**src/rtl/cnn_pkg.sv**
```systemverilog
// Shared encodings for the CNN layer scheduler: FSM states, bank selects and
// default activation-bank geometry.
package cnn_pkg;

  localparam int unsigned CNN_ADDR_W = 10;
  localparam int unsigned CNN_DATA_W = 8;

  localparam int unsigned ST_W = 3;

  localparam logic [2:0] ST_IDLE  = 3'd0;
  localparam logic [2:0] ST_START = 3'd1;
  localparam logic [2:0] ST_WAIT  = 3'd2;
  localparam logic [2:0] ST_NEXT  = 3'd3;
  localparam logic [2:0] ST_DONE  = 3'd4;
  localparam logic [2:0] ST_ERR   = 3'd5;

  // Layer i reads bank (i % 2); bank A also holds the input image.
  localparam logic BANK_A = 1'b0;
  localparam logic BANK_B = 1'b1;

  function automatic logic st_is_busy(input logic [ST_W-1:0] st);
    return (st == ST_START) || (st == ST_WAIT) || (st == ST_NEXT);
  endfunction

endpackage

```
**src/rtl/act_bank_mux.sv**
```systemverilog
// Routes the two single-port activation banks either to the active layer engine
// (read bank / write bank pair) or to the host when the scheduler is idle.
module act_bank_mux
  import cnn_pkg::*;
#(
  parameter int unsigned NUM_LAYERS = 4,
  parameter int unsigned ADDR_W     = CNN_ADDR_W,
  parameter int unsigned DATA_W     = CNN_DATA_W
) (
  input  logic                         clk,
  input  logic                         rst,
  input  logic                         i_busy,
  input  logic                         i_rd_bank,
  input  logic [NUM_LAYERS-1:0]        i_sel,
  input  logic [NUM_LAYERS*ADDR_W-1:0] i_rd_addr,
  input  logic [NUM_LAYERS*ADDR_W-1:0] i_wr_addr,
  input  logic [NUM_LAYERS*DATA_W-1:0] i_wr_data,
  input  logic [NUM_LAYERS-1:0]        i_wr_en,
  output logic [DATA_W-1:0]            o_rd_data,
  output logic [ADDR_W-1:0]            o_a_addr,
  output logic                         o_a_we,
  output logic [DATA_W-1:0]            o_a_wdata,
  input  logic [DATA_W-1:0]            i_a_rdata,
  output logic [ADDR_W-1:0]            o_b_addr,
  output logic                         o_b_we,
  output logic [DATA_W-1:0]            o_b_wdata,
  input  logic [DATA_W-1:0]            i_b_rdata,
  input  logic [ADDR_W-1:0]            i_host_addr,
  input  logic                         i_host_bank,
  input  logic                         i_host_we,
  input  logic [DATA_W-1:0]            i_host_wdata,
  output logic [DATA_W-1:0]            o_host_rdata
);

  logic [ADDR_W-1:0] w_rd_addr;
  logic [ADDR_W-1:0] w_wr_addr;
  logic [DATA_W-1:0] w_wr_data;
  logic              w_wr_en;
  logic              r_rd_bank;
  logic              r_host_bank;

  // One-hot select of the active engine's ports.
  always_comb begin
    w_rd_addr = '0;
    w_wr_addr = '0;
    w_wr_data = '0;
    w_wr_en   = 1'b0;
    for (int i = 0; i < NUM_LAYERS; i++) begin
      if (i_sel[i]) begin
        w_rd_addr = w_rd_addr | i_rd_addr[i*ADDR_W +: ADDR_W];
        w_wr_addr = w_wr_addr | i_wr_addr[i*ADDR_W +: ADDR_W];
        w_wr_data = w_wr_data | i_wr_data[i*DATA_W +: DATA_W];
        w_wr_en   = w_wr_en   | i_wr_en[i];
      end
    end
  end

  always_comb begin
    o_a_addr  = '0;
    o_a_we    = 1'b0;
    o_a_wdata = '0;
    o_b_addr  = '0;
    o_b_we    = 1'b0;
    o_b_wdata = '0;
    if (i_busy) begin
      if (i_rd_bank == BANK_A) begin
        o_a_addr  = w_rd_addr;
        o_b_addr  = w_wr_addr;
        o_b_we    = w_wr_en;
        o_b_wdata = w_wr_data;
      end else begin
        o_b_addr  = w_rd_addr;
        o_a_addr  = w_wr_addr;
        o_a_we    = w_wr_en;
        o_a_wdata = w_wr_data;
      end
    end else if (i_host_bank == BANK_A) begin
      o_a_addr  = i_host_addr;
      o_a_we    = i_host_we;
      o_a_wdata = i_host_wdata;
    end else begin
      o_b_addr  = i_host_addr;
      o_b_we    = i_host_we;
      o_b_wdata = i_host_wdata;
    end
  end

  // Bank selects follow the address by one cycle to line up with rdata.
  always_ff @(posedge clk or posedge rst) begin
    if (rst) begin
      r_rd_bank   <= BANK_A;
      r_host_bank <= BANK_A;
    end else begin
      r_rd_bank   <= i_rd_bank;
      r_host_bank <= i_host_bank;
    end
  end

  assign o_rd_data    = (r_rd_bank == BANK_B) ? i_b_rdata : i_a_rdata;
  assign o_host_rdata = i_busy ? '0 : ((r_host_bank == BANK_B) ? i_b_rdata : i_a_rdata);

endmodule

```
**src/rtl/cnn_layer_scheduler.sv**
```systemverilog
// Sequences the CNN layer engines for one inference: start pulse, done-edge wait
// with timeout, then next layer; activation banks are shared via act_bank_mux.
module cnn_layer_scheduler
  import cnn_pkg::*;
#(
  parameter int unsigned NUM_LAYERS  = 4,
  parameter int unsigned ADDR_W      = CNN_ADDR_W,
  parameter int unsigned DATA_W      = CNN_DATA_W,
  parameter int unsigned TIMEOUT_CYC = 1000000
) (
  input  logic                         clk,
  input  logic                         rst,
  input  logic                         img_start,
  input  logic                         abort,
  output logic                         busy,
  output logic                         done,
  output logic                         error,
  output logic [$clog2(NUM_LAYERS):0]  layer_idx,
  output logic                         result_bank,
  output logic [NUM_LAYERS-1:0]        layer_start,
  input  logic [NUM_LAYERS-1:0]        layer_done,
  input  logic [NUM_LAYERS*ADDR_W-1:0] layer_rd_addr,
  input  logic [NUM_LAYERS*ADDR_W-1:0] layer_wr_addr,
  input  logic [NUM_LAYERS*DATA_W-1:0] layer_wr_data,
  input  logic [NUM_LAYERS-1:0]        layer_wr_en,
  output logic [DATA_W-1:0]            layer_rd_data,
  output logic [ADDR_W-1:0]            a_addr,
  output logic                         a_we,
  output logic [DATA_W-1:0]            a_wdata,
  input  logic [DATA_W-1:0]            a_rdata,
  output logic [ADDR_W-1:0]            b_addr,
  output logic                         b_we,
  output logic [DATA_W-1:0]            b_wdata,
  input  logic [DATA_W-1:0]            b_rdata,
  input  logic [ADDR_W-1:0]            host_addr,
  input  logic                         host_bank,
  input  logic                         host_we,
  input  logic [DATA_W-1:0]            host_wdata,
  output logic [DATA_W-1:0]            host_rdata
);

  localparam int unsigned IDX_W    = $clog2(NUM_LAYERS) + 1;
  localparam int unsigned TMR_W    = (TIMEOUT_CYC > 1) ? $clog2(TIMEOUT_CYC) : 1;
  localparam int unsigned TMR_LAST = (TIMEOUT_CYC > 0) ? TIMEOUT_CYC - 1 : 0;
  localparam int unsigned LAST_IDX = NUM_LAYERS - 1;

  logic [ST_W-1:0]       r_state;
  logic [IDX_W-1:0]      r_idx;
  logic [TMR_W-1:0]      r_timer;
  logic [NUM_LAYERS-1:0] r_done_q;
  logic                  r_busy;
  logic                  r_done;
  logic                  r_error;
  logic [NUM_LAYERS-1:0] r_layer_start;

  logic [ST_W-1:0]       w_state_nxt;
  logic [IDX_W-1:0]      w_idx_nxt;
  logic [TMR_W-1:0]      w_timer_nxt;
  logic                  w_error_nxt;
  logic [NUM_LAYERS-1:0] w_start_nxt;
  logic [NUM_LAYERS-1:0] w_sel;
  logic                  w_done_edge;
  logic                  w_timeout;

  always_comb begin
    w_sel = '0;
    for (int i = 0; i < NUM_LAYERS; i++) begin
      w_sel[i] = (r_idx == IDX_W'(i));
    end
  end

  // Only a fresh 0->1 edge on the active engine's done counts; held levels do not.
  assign w_done_edge = |(layer_done & ~r_done_q & w_sel);
  assign w_timeout   = (TIMEOUT_CYC != 0) && (r_timer == TMR_W'(TMR_LAST));

  always_comb begin
    w_state_nxt = r_state;
    w_idx_nxt   = r_idx;
    w_timer_nxt = r_timer;
    w_error_nxt = r_error;
    w_start_nxt = '0;
    case (r_state)
      ST_IDLE: begin
        if (img_start) begin
          w_state_nxt = ST_START;
          w_idx_nxt   = '0;
          w_error_nxt = 1'b0;
        end
      end
      ST_START: begin
        w_timer_nxt = '0;
        w_state_nxt = ST_WAIT;
      end
      ST_WAIT: begin
        if (w_done_edge) begin
          w_state_nxt = (r_idx == IDX_W'(LAST_IDX)) ? ST_DONE : ST_NEXT;
        end else if (w_timeout) begin
          w_state_nxt = ST_ERR;
          w_error_nxt = 1'b1;
        end else if (TIMEOUT_CYC != 0) begin
          w_timer_nxt = r_timer + TMR_W'(1);
        end
      end
      ST_NEXT: begin
        w_idx_nxt   = r_idx + IDX_W'(1);
        w_state_nxt = ST_START;
      end
      ST_DONE, ST_ERR: begin
        if (img_start) begin
          w_state_nxt = ST_START;
          w_idx_nxt   = '0;
          w_error_nxt = 1'b0;
        end else if (r_state == ST_DONE) begin
          w_state_nxt = ST_IDLE;
        end
      end
      default: begin
        w_state_nxt = ST_IDLE;
        w_idx_nxt   = '0;
      end
    endcase

    // Abort overrides every other request; engines are left untouched.
    if (abort) begin
      w_state_nxt = ST_IDLE;
      w_idx_nxt   = '0;
      w_timer_nxt = '0;
    end

    if (w_state_nxt == ST_START) begin
      for (int i = 0; i < NUM_LAYERS; i++) begin
        w_start_nxt[i] = (w_idx_nxt == IDX_W'(i));
      end
    end
  end

  always_ff @(posedge clk or posedge rst) begin
    if (rst) begin
      r_state       <= ST_IDLE;
      r_idx         <= '0;
      r_timer       <= '0;
      r_done_q      <= '0;
      r_busy        <= 1'b0;
      r_done        <= 1'b0;
      r_error       <= 1'b0;
      r_layer_start <= '0;
    end else begin
      r_state       <= w_state_nxt;
      r_idx         <= w_idx_nxt;
      r_timer       <= w_timer_nxt;
      r_done_q      <= layer_done;
      r_busy        <= st_is_busy(w_state_nxt);
      r_done        <= (w_state_nxt == ST_DONE);
      r_error       <= w_error_nxt;
      r_layer_start <= w_start_nxt;
    end
  end

  assign busy        = r_busy;
  assign done        = r_done;
  assign error       = r_error;
  assign layer_idx   = r_idx;
  assign layer_start = r_layer_start;
  assign result_bank = 1'(NUM_LAYERS % 2);

  act_bank_mux #(
    .NUM_LAYERS (NUM_LAYERS),
    .ADDR_W     (ADDR_W),
    .DATA_W     (DATA_W)
  ) u_bank_mux (
    .clk          (clk),
    .rst          (rst),
    .i_busy       (r_busy),
    .i_rd_bank    (r_idx[0]),
    .i_sel        (w_sel),
    .i_rd_addr    (layer_rd_addr),
    .i_wr_addr    (layer_wr_addr),
    .i_wr_data    (layer_wr_data),
    .i_wr_en      (layer_wr_en),
    .o_rd_data    (layer_rd_data),
    .o_a_addr     (a_addr),
    .o_a_we       (a_we),
    .o_a_wdata    (a_wdata),
    .i_a_rdata    (a_rdata),
    .o_b_addr     (b_addr),
    .o_b_we       (b_we),
    .o_b_wdata    (b_wdata),
    .i_b_rdata    (b_rdata),
    .i_host_addr  (host_addr),
    .i_host_bank  (host_bank),
    .i_host_we    (host_we),
    .i_host_wdata (host_wdata),
    .o_host_rdata (host_rdata)
  );

endmodule

```
**config.mk**
```make
export PLATFORM = sky130hd
export DESIGN_NAME = cnn_layer_scheduler
export DESIGN_NICKNAME = d
export VERILOG_FILES = /design/src/rtl/cnn_pkg.sv /design/src/rtl/act_bank_mux.sv /design/src/rtl/cnn_layer_scheduler.sv
export SDC_FILE = /design/constraint.sdc
export NUM_CORES = 1
export LEC_CHECK = 0
export CAP_MARGIN = 10
export CORE_UTILIZATION = 38
export CTS_BUF_LIST = sky130_fd_sc_hd__clkbuf_16
export DETAILED_ROUTE_END_ITERATION = 7
export PLACE_DENSITY = 0.83
export SLEW_MARGIN = 20
export SYNTH_ARGS = -nofsm -noshare
export SYNTH_HDL_FRONTEND = slang
export SYNTH_SLANG_ARGS = --single-unit
```
**constraint.sdc**
```tcl
create_clock -name clk -period 3.7 [get_ports clk]
set_input_delay 0.37 -clock clk [delete_from_list [all_inputs] [get_ports clk]]
set_output_delay 0.37 -clock clk [all_outputs]
set_load 0.005 [all_outputs]
```
==> impl_metrics.yaml, run 1 <==
outcome:
  status: "completed"
final_layout:
  final_area_mm2: 0.00615
  fin_cells: 786
  multi_input_area_mm2: 0.00249
  num_antenna_cells: 0
  drive_gt1_frac: 0.0761
  nets: 822
  areaGrowthSynthToFinish_pct: 70.4
  seq_area_um2: 976
  fillers: 763
pwr:
  max-vdd-ir-drop_mv: 0.166
  total_power_mw: 1.54
  powerDensity_mw_per_mm2: 251
  p_leak_nw: 2.54
worst_setup_path:
  cp_common_cell: "ha_1"
  end_kind: "output port"
  path_cells: "ha_1 > ha_1 > buf_4 > a22oi_1 > nand2_1 > mux2i_1 > o21ai_0 > clkdlybuf4s50_1"
  slowest_stage: "ha_1"
  crit_buf_inv: 2
  cp_top_family: "adder cells"
  arrival_ps: 2950
  required_ps: 3330
  critPathLaunchType: "register"
  path_max_fanout: 17
  crit_type: "reg2out"
  max_stage_delay_ps: 600
placed_design:
  place_congestion: 1.02
  placed_area_mm2: 0.00596
  post-place-cells: 778
  portBuffers: 223
  hpwl_mm: 12.5
timing:
  rsz0062_at_grt: "false"
  finalSetupViolCount: 0
  final-hold-violation-count: 0
  worstMarginPinSlew_ps: 764
  max_freq_ghz: 0.301
  skew_ps: 5.80
  slew_headroom: 0.488
  period_share: 0.898
  setup_tns_ps: 0
  drv_slew: 0
  fin_crit_ps: 3320
grt:
  antenna_found_initial: 0
  grt_overflow: 0
  grt_max_degree: 32
  grt_pass1_vias: 4235
  grt_pass1_wl_mm: 23.1
  track_usage: 0.305
cts:
  cts_hold_buf: 0
  clock_sinks: 39
  cts_tree: "yes"
  cts_max_path_buffers: 2
  path_clk_slew_ps: 60
  cts_setup_buffers: 0
  clock_latency_ps: 290
  ctsResizeCount: 0
  cts_made_buffers: 5
  clock-root-buffer: "clkbuf_16"
  cts_max_level: 2
floorplan:
  dieHeight_um: 99.5
  coreArea_mm2: 0.00924
  ios: 225
  row_count: 35
  start_util: 0.391
  die-width_um: 99.5
  dieArea_mm2: 0.00990
synthesis:
  ys_top_cells_by_area: "dfrtp_1 (27%), a22oi_1 (12%), mux2i_1 (8.0%)"
  syn_nets: 611
  avgSynthCellArea_um2: 8.11
  synth_common_cells: "nand2_1 (63), a22oi_1 (58), nor2_1 (40)"
  yosysWarnings: 0
  netlist.area_leader.share: 0.270
  synth-edff-count: 0
  synth_top_cell_by_area: "dfrtp_1"
  synth_most_common_cell: "nand2_1"
  yosys_register_bits: 39
  yosysUniqueCellTypes: 57
  synth_area_mm2: 0.00361
  synthCells: 445
  async_reset_ff_frac: 1.00
  synthFlopType: "dfrtp_1"
  ys_seq_area_frac: 0.270
detailed_routing:
  drtIter0Drc: 572
  antenna_left: 0
  dr.pass1.iters: 6
  vias: 4594
  routed_wirelength_mm: 15.7
  post_drt_wl_per_cell_um: 19.9
  avgViaCountPerCell: 5.84
  drc_errors: 0
flow_run:
  max-cap-violations: 0
hold_path:
  hold_path.class: "in2async"
[worst reg2reg max path: stages (launching register included)]
cell and delay, ps:
dfrtp_1 500, ha_1 220, ha_1 600, nand3b_1 200, o21ai_0 220, nor3_2 140
a21oi_1 540, o21ai_0 190, o41ai_1 100
[kinds of logic after synthesis]
kind of cell / count (synthesis) / share of synthesized area
AO/OA/AOI/OAI: 143 / 0.282
XOR/XNOR: 7 / 0.0170
adder cells (fa/ha/maj): 6 / 0.0208
buffers and inverters: 36 / 0.0416
flip-flops: 39 / 0.270
multiplexers: 39 / 0.112
other: 1 / 0.00104
AND/OR/NAND/NOR: 174 / 0.255
[final timing paths]
path                       slack (ps)  cells past startpoint          end         start
min in group clk                  550                      1   r_timer[8]    r_timer[8]
max reg2reg                       870                      8   r_timer[4]  layer_idx[0]
max                               380                      8    b_addr[1]  layer_idx[0]
min reg2reg                       550                      1   r_timer[8]    r_timer[8]
min                               480                      2   r_timer[7]           rst
max in group asynchronous        2470                      3  r_timer[14]           rst
[cells in the final DEF (no fill, tap or decap), types with 6 or more instances in the layout]
master,Yosys,final
nor2_1,40,40
buf_4,2,10
inv_1,7,8
a21oi_1,9,9
nand3_1,16,16
a31oi_1,6,6
ha_1,6,6
a22o_1,19,19
nand2_1,63,63
mux2_2,10,10
clkdlybuf4s50_1,0,223
nor3_1,8,8
o21ai_0,33,33
a22oi_1,58,58
mux2i_1,29,29
dfrtp_1,39,39
[metal layers]
layer  up-vias  track usage  wire length (um)
met4         0       0.0758               328
met5         -            0                 0
met1      2144        0.428              6440
met3        28       0.0647              1710
met2       327        0.480              7180
li1       2095            -                 -
[final cells by class]
type                            instances  share of cell area
Tap cell                              129              0.0262
Multi-Input combinational cell        370               0.405
Sequential cell                        39               0.159
Timing Repair Buffer                  233               0.375
Clock inverter                          3              0.0104
Clock buffer                            5              0.0203
Inverter                                7             0.00427
[through the flow]
stage / hold WS (ps) / util / worst slack (ps)
global placement: 502 / 0.645 / 893
CTS: 506 / 0.666 / 454
detailed placement: 528 / 0.645 / 753
finish: 481 / 0.666 / 376
global route: 564 / 0.666 / 247
floorplan: 401 / - / 723
[registers in the layout, indices dropped and copies added (netlist names)]
signal                  count
busy                        1
r_state                     3
u_bank_mux.r_rd_bank        1
error                       1
r_timer                    20
r_done_q                    4
done                        1
u_bank_mux.r_host_bank      1
layer_start                 4
layer_idx                   3
[power by group]
part | internal, mW | total [mW] | switching [mW]
sequential | 0.435 | 0.451 | 0.0167
clock | 0.384 | 0.556 | 0.172
combinational | 0.330 | 0.535 | 0.205
Note: power is estimated with default switching activity, not from simulation.
==> inputs of run 2 (changes only) <==
SKIP_LAST_GASP = 1   (was unset)
==> results of run 2 <==
No change in the layout: final DEF, timing and power equal those of run 1.
==> inputs of run 3 (changes only) <==
ABC_AREA = 1   (was unset)
CORE_UTILIZATION = 39   (was 38)
PLACE_DENSITY = 0.82   (was 0.83)
==> run 3 against run 2 <==
  * Sequential power decreased by 2%
  * Utilization decreased by 1.3 points
  * Via count increased by 13%
  * Register-to-register slack improved by 190 ps
  * Total power decreased by 7.2%
  * Synthesized area increased by 7.5%
  * Fmax increased by 8.3%
  * First-iteration DRC count decreased by 48%
==> impl_metrics.yaml, run 3 <==
synthesis:
  ys_seq_area_frac: 0.251
  avgSynthCellArea_um2: 5.98
  synth-compound-area-share: 0.145
  yosys_register_bits: 39
  netlist.area_leader.share: 0.251
  synthXorXnorAreaFrac: 0.0248
  async_reset_ff_frac: 1.00
  synth-edff-count: 0
  synth_top_cell_by_area: "dfrtp_1"
  synth_top_family_by_area: "simple AND/OR/NAND/NOR gates"
  syn_nets: 815
  yosysWarnings: 0
  synthCells: 649
  synthSimpleGateAreaFrac: 0.438
  synthMuxAreaShare: 0
  synth_common_cells: "nand2_1 (244), inv_1 (66), nand3_1 (48)"
  yosysUniqueCellTypes: 37
  ys_top_cells_by_area: "dfrtp_1 (25%), nand2_1 (24%), inv_1 (6.4%)"
  synth_fa_ha_area_frac: 0.0193
  synth_area_mm2: 0.00388
  synth_most_common_cell: "nand2_1"
  synthFlopType: "dfrtp_1"
timing:
  drv_slew: 0
  max_freq_ghz: 0.326
  worstMarginPinSlew_ps: 629
  skew_ps: 4.85
  slew_headroom: 0.580
  finalSetupViolCount: 0
  final-hold-violation-count: 0
  fin_crit_ps: 3070
  setup_tns_ps: 0
  rsz0062_at_grt: "false"
  period_share: 0.829
hold_path:
  hold_path.class: "reg2reg"
cts:
  cts_max_path_buffers: 2
  clock_sinks: 39
  cts_hold_buf: 0
  cts_tree: "yes"
  cts_setup_buffers: 0
  cts_max_level: 2
  path_clk_slew_ps: 60
  clock_latency_ps: 280
  clock-root-buffer: "clkbuf_16"
  ctsResizeCount: 0
  cts_made_buffers: 5
final_layout:
  num_antenna_cells: 0
  largest_reg_flops: 20
  final_area_mm2: 0.00636
  final_common_cell: "nand2_1"
  nets: 1023
  drive_gt1_frac: 0.0571
  regMostFlops: "r_timer"
  areaGrowthSynthToFinish_pct: 63.7
  layout_common_cells: "nand2_1 (244), clkdlybuf4s50_1 (223), inv_1 (66)"
outcome:
  status: "completed"
grt:
  grt_pass1_wl_mm: 23.9
  grt_use_met3: 0.0732
  track_usage: 0.297
  grtUsageMet2: 0.500
  grt_max_degree: 40
  grt_pass1_vias: 4866
  grt.busiest_layer: "met2"
  use_met1: 0.355
  antenna_found_initial: 0
  grt_overflow: 0
worst_setup_path:
  crit_type: "reg2out"
  path_cells: "inv_1 > ha_1 > inv_1 > nor2_2 > buf_4 > nand2_1 > nand4_1 > nand2_1 > nand3_1 > clkdlybuf4s50_1"
  required_ps: 3330
  path_max_fanout: 20
  end_kind: "output port"
  critPathLaunchType: "register"
  slowest_stage: "clkdlybuf4s50_1"
  max_stage_delay_ps: 530
  arrival_ps: 2700
detailed_routing:
  post_drt_wl_per_cell_um: 16.1
  avgViaCountPerCell: 5.26
  drc_errors: 0
  antenna_left: 0
  drtIter0Drc: 300
  vias: 5209
  routed_wirelength_mm: 16.0
  dr.pass1.iters: 5
floorplan:
  dieArea_mm2: 0.0104
  ios: 225
  die-width_um: 102
  dieHeight_um: 102
  start_util: 0.399
  row_count: 36
  coreArea_mm2: 0.00973
placed_design:
  placed_area_mm2: 0.00619
  portBuffers: 223
  hpwl_mm: 12.8
  place_congestion: 0.930
pwr:
  p_seq_frac: 0.309
  max-vdd-ir-drop_mv: 0.266
  p_leak_nw: 2.71
  switching_share: 0.265
  p_sw_mw: 0.380
  internal_power_mw: 1.05
  clkPwrFrac: 0.339
  powerDensity_mw_per_mm2: 225
  share_comb_of_total_power: 0.353
flow_run:
  max-cap-violations: 0
run 3: cells by family (layout without fill, tap and decap cells):
kind of cell | count (synthesis) | after routing
buffers and inverters | 110 | 319
AOI/OAI and AO/OA | 86 | 86
and+or+nand+nor | 396 | 396
xor gates and xnor gates | 11 | 11
DFF | 39 | 39
adders and majority gates | 6 | 6
other | 1 | 1
run 3: per-stage QoR:
step / hold slack, ps / instances / util / power, mW / worst slack (ps)
6_report: 499 / 991 / 0.653 / 1.43 / 632
5_1_grt: 518 / 991 / 0.653 / 1.49 / 473
4_1_cts: 503 / 991 / 0.653 / 1.44 / 645
3_5_place_dp: 489 / 983 / 0.636 / 0.950 / 971
3_3_place_gp: 481 / 983 / 0.636 / 0.946 / 1050
2_1_floorplan: 401 / 649 / - / 0.616 / 1670
run 3: routing by layer:
layer / up-vias / routed length, um
met4: 0 / 697
met5: - / 0
met3: 55 / 1330
met1: 2365 / 6330
met2: 249 / 7640
li1: 2540 / -
run 3: path summary, 6_finish.rpt:
check / slack (ps) / startpoint / depth (start not counted) / end
min: 500 / error / 2 / error
max reg2reg: 1060 / layer_idx[0] / 12 / layer_start[2]
min in group asynchronous: 510 / rst / 3 / r_done_q[0]
max in group asynchronous: 2850 / rst / 3 / r_timer[3]
max: 630 / layer_idx[1] / 10 / a_addr[7]
min reg2reg: 500 / error / 2 / error
run 3: critical path: cells and delay by family (launching register included):
family	cells	cell delay, ps
buffers and inverters	4	1030
adder cells (fa/ha/maj)	1	170
AND/OR/NAND/NOR	5	780
flip-flops	1	440
run 3: area by class of cell:
cell class	count	area, um2
Multi-Input combinational cell	500	2440
Sequential cell	39	976
Tap cell	133	166
Inverter	80	314
Clock inverter	3	38.8
Timing Repair Buffer	231	2290
Clock buffer	5	125
Fill cell	881	3370
run 3: power groups by stage:
stage / Sequential [mW] / Combinational, mW / Clock, mW
2_1_floorplan: 0.448 / 0.169 / 0
3_5_place_dp: 0.449 / 0.501 / 0
3_3_place_gp: 0.449 / 0.496 / 0
5_1_grt: 0.443 / 0.543 / 0.508
6_report: 0.442 / 0.505 / 0.485
4_1_cts: 0.441 / 0.504 / 0.495
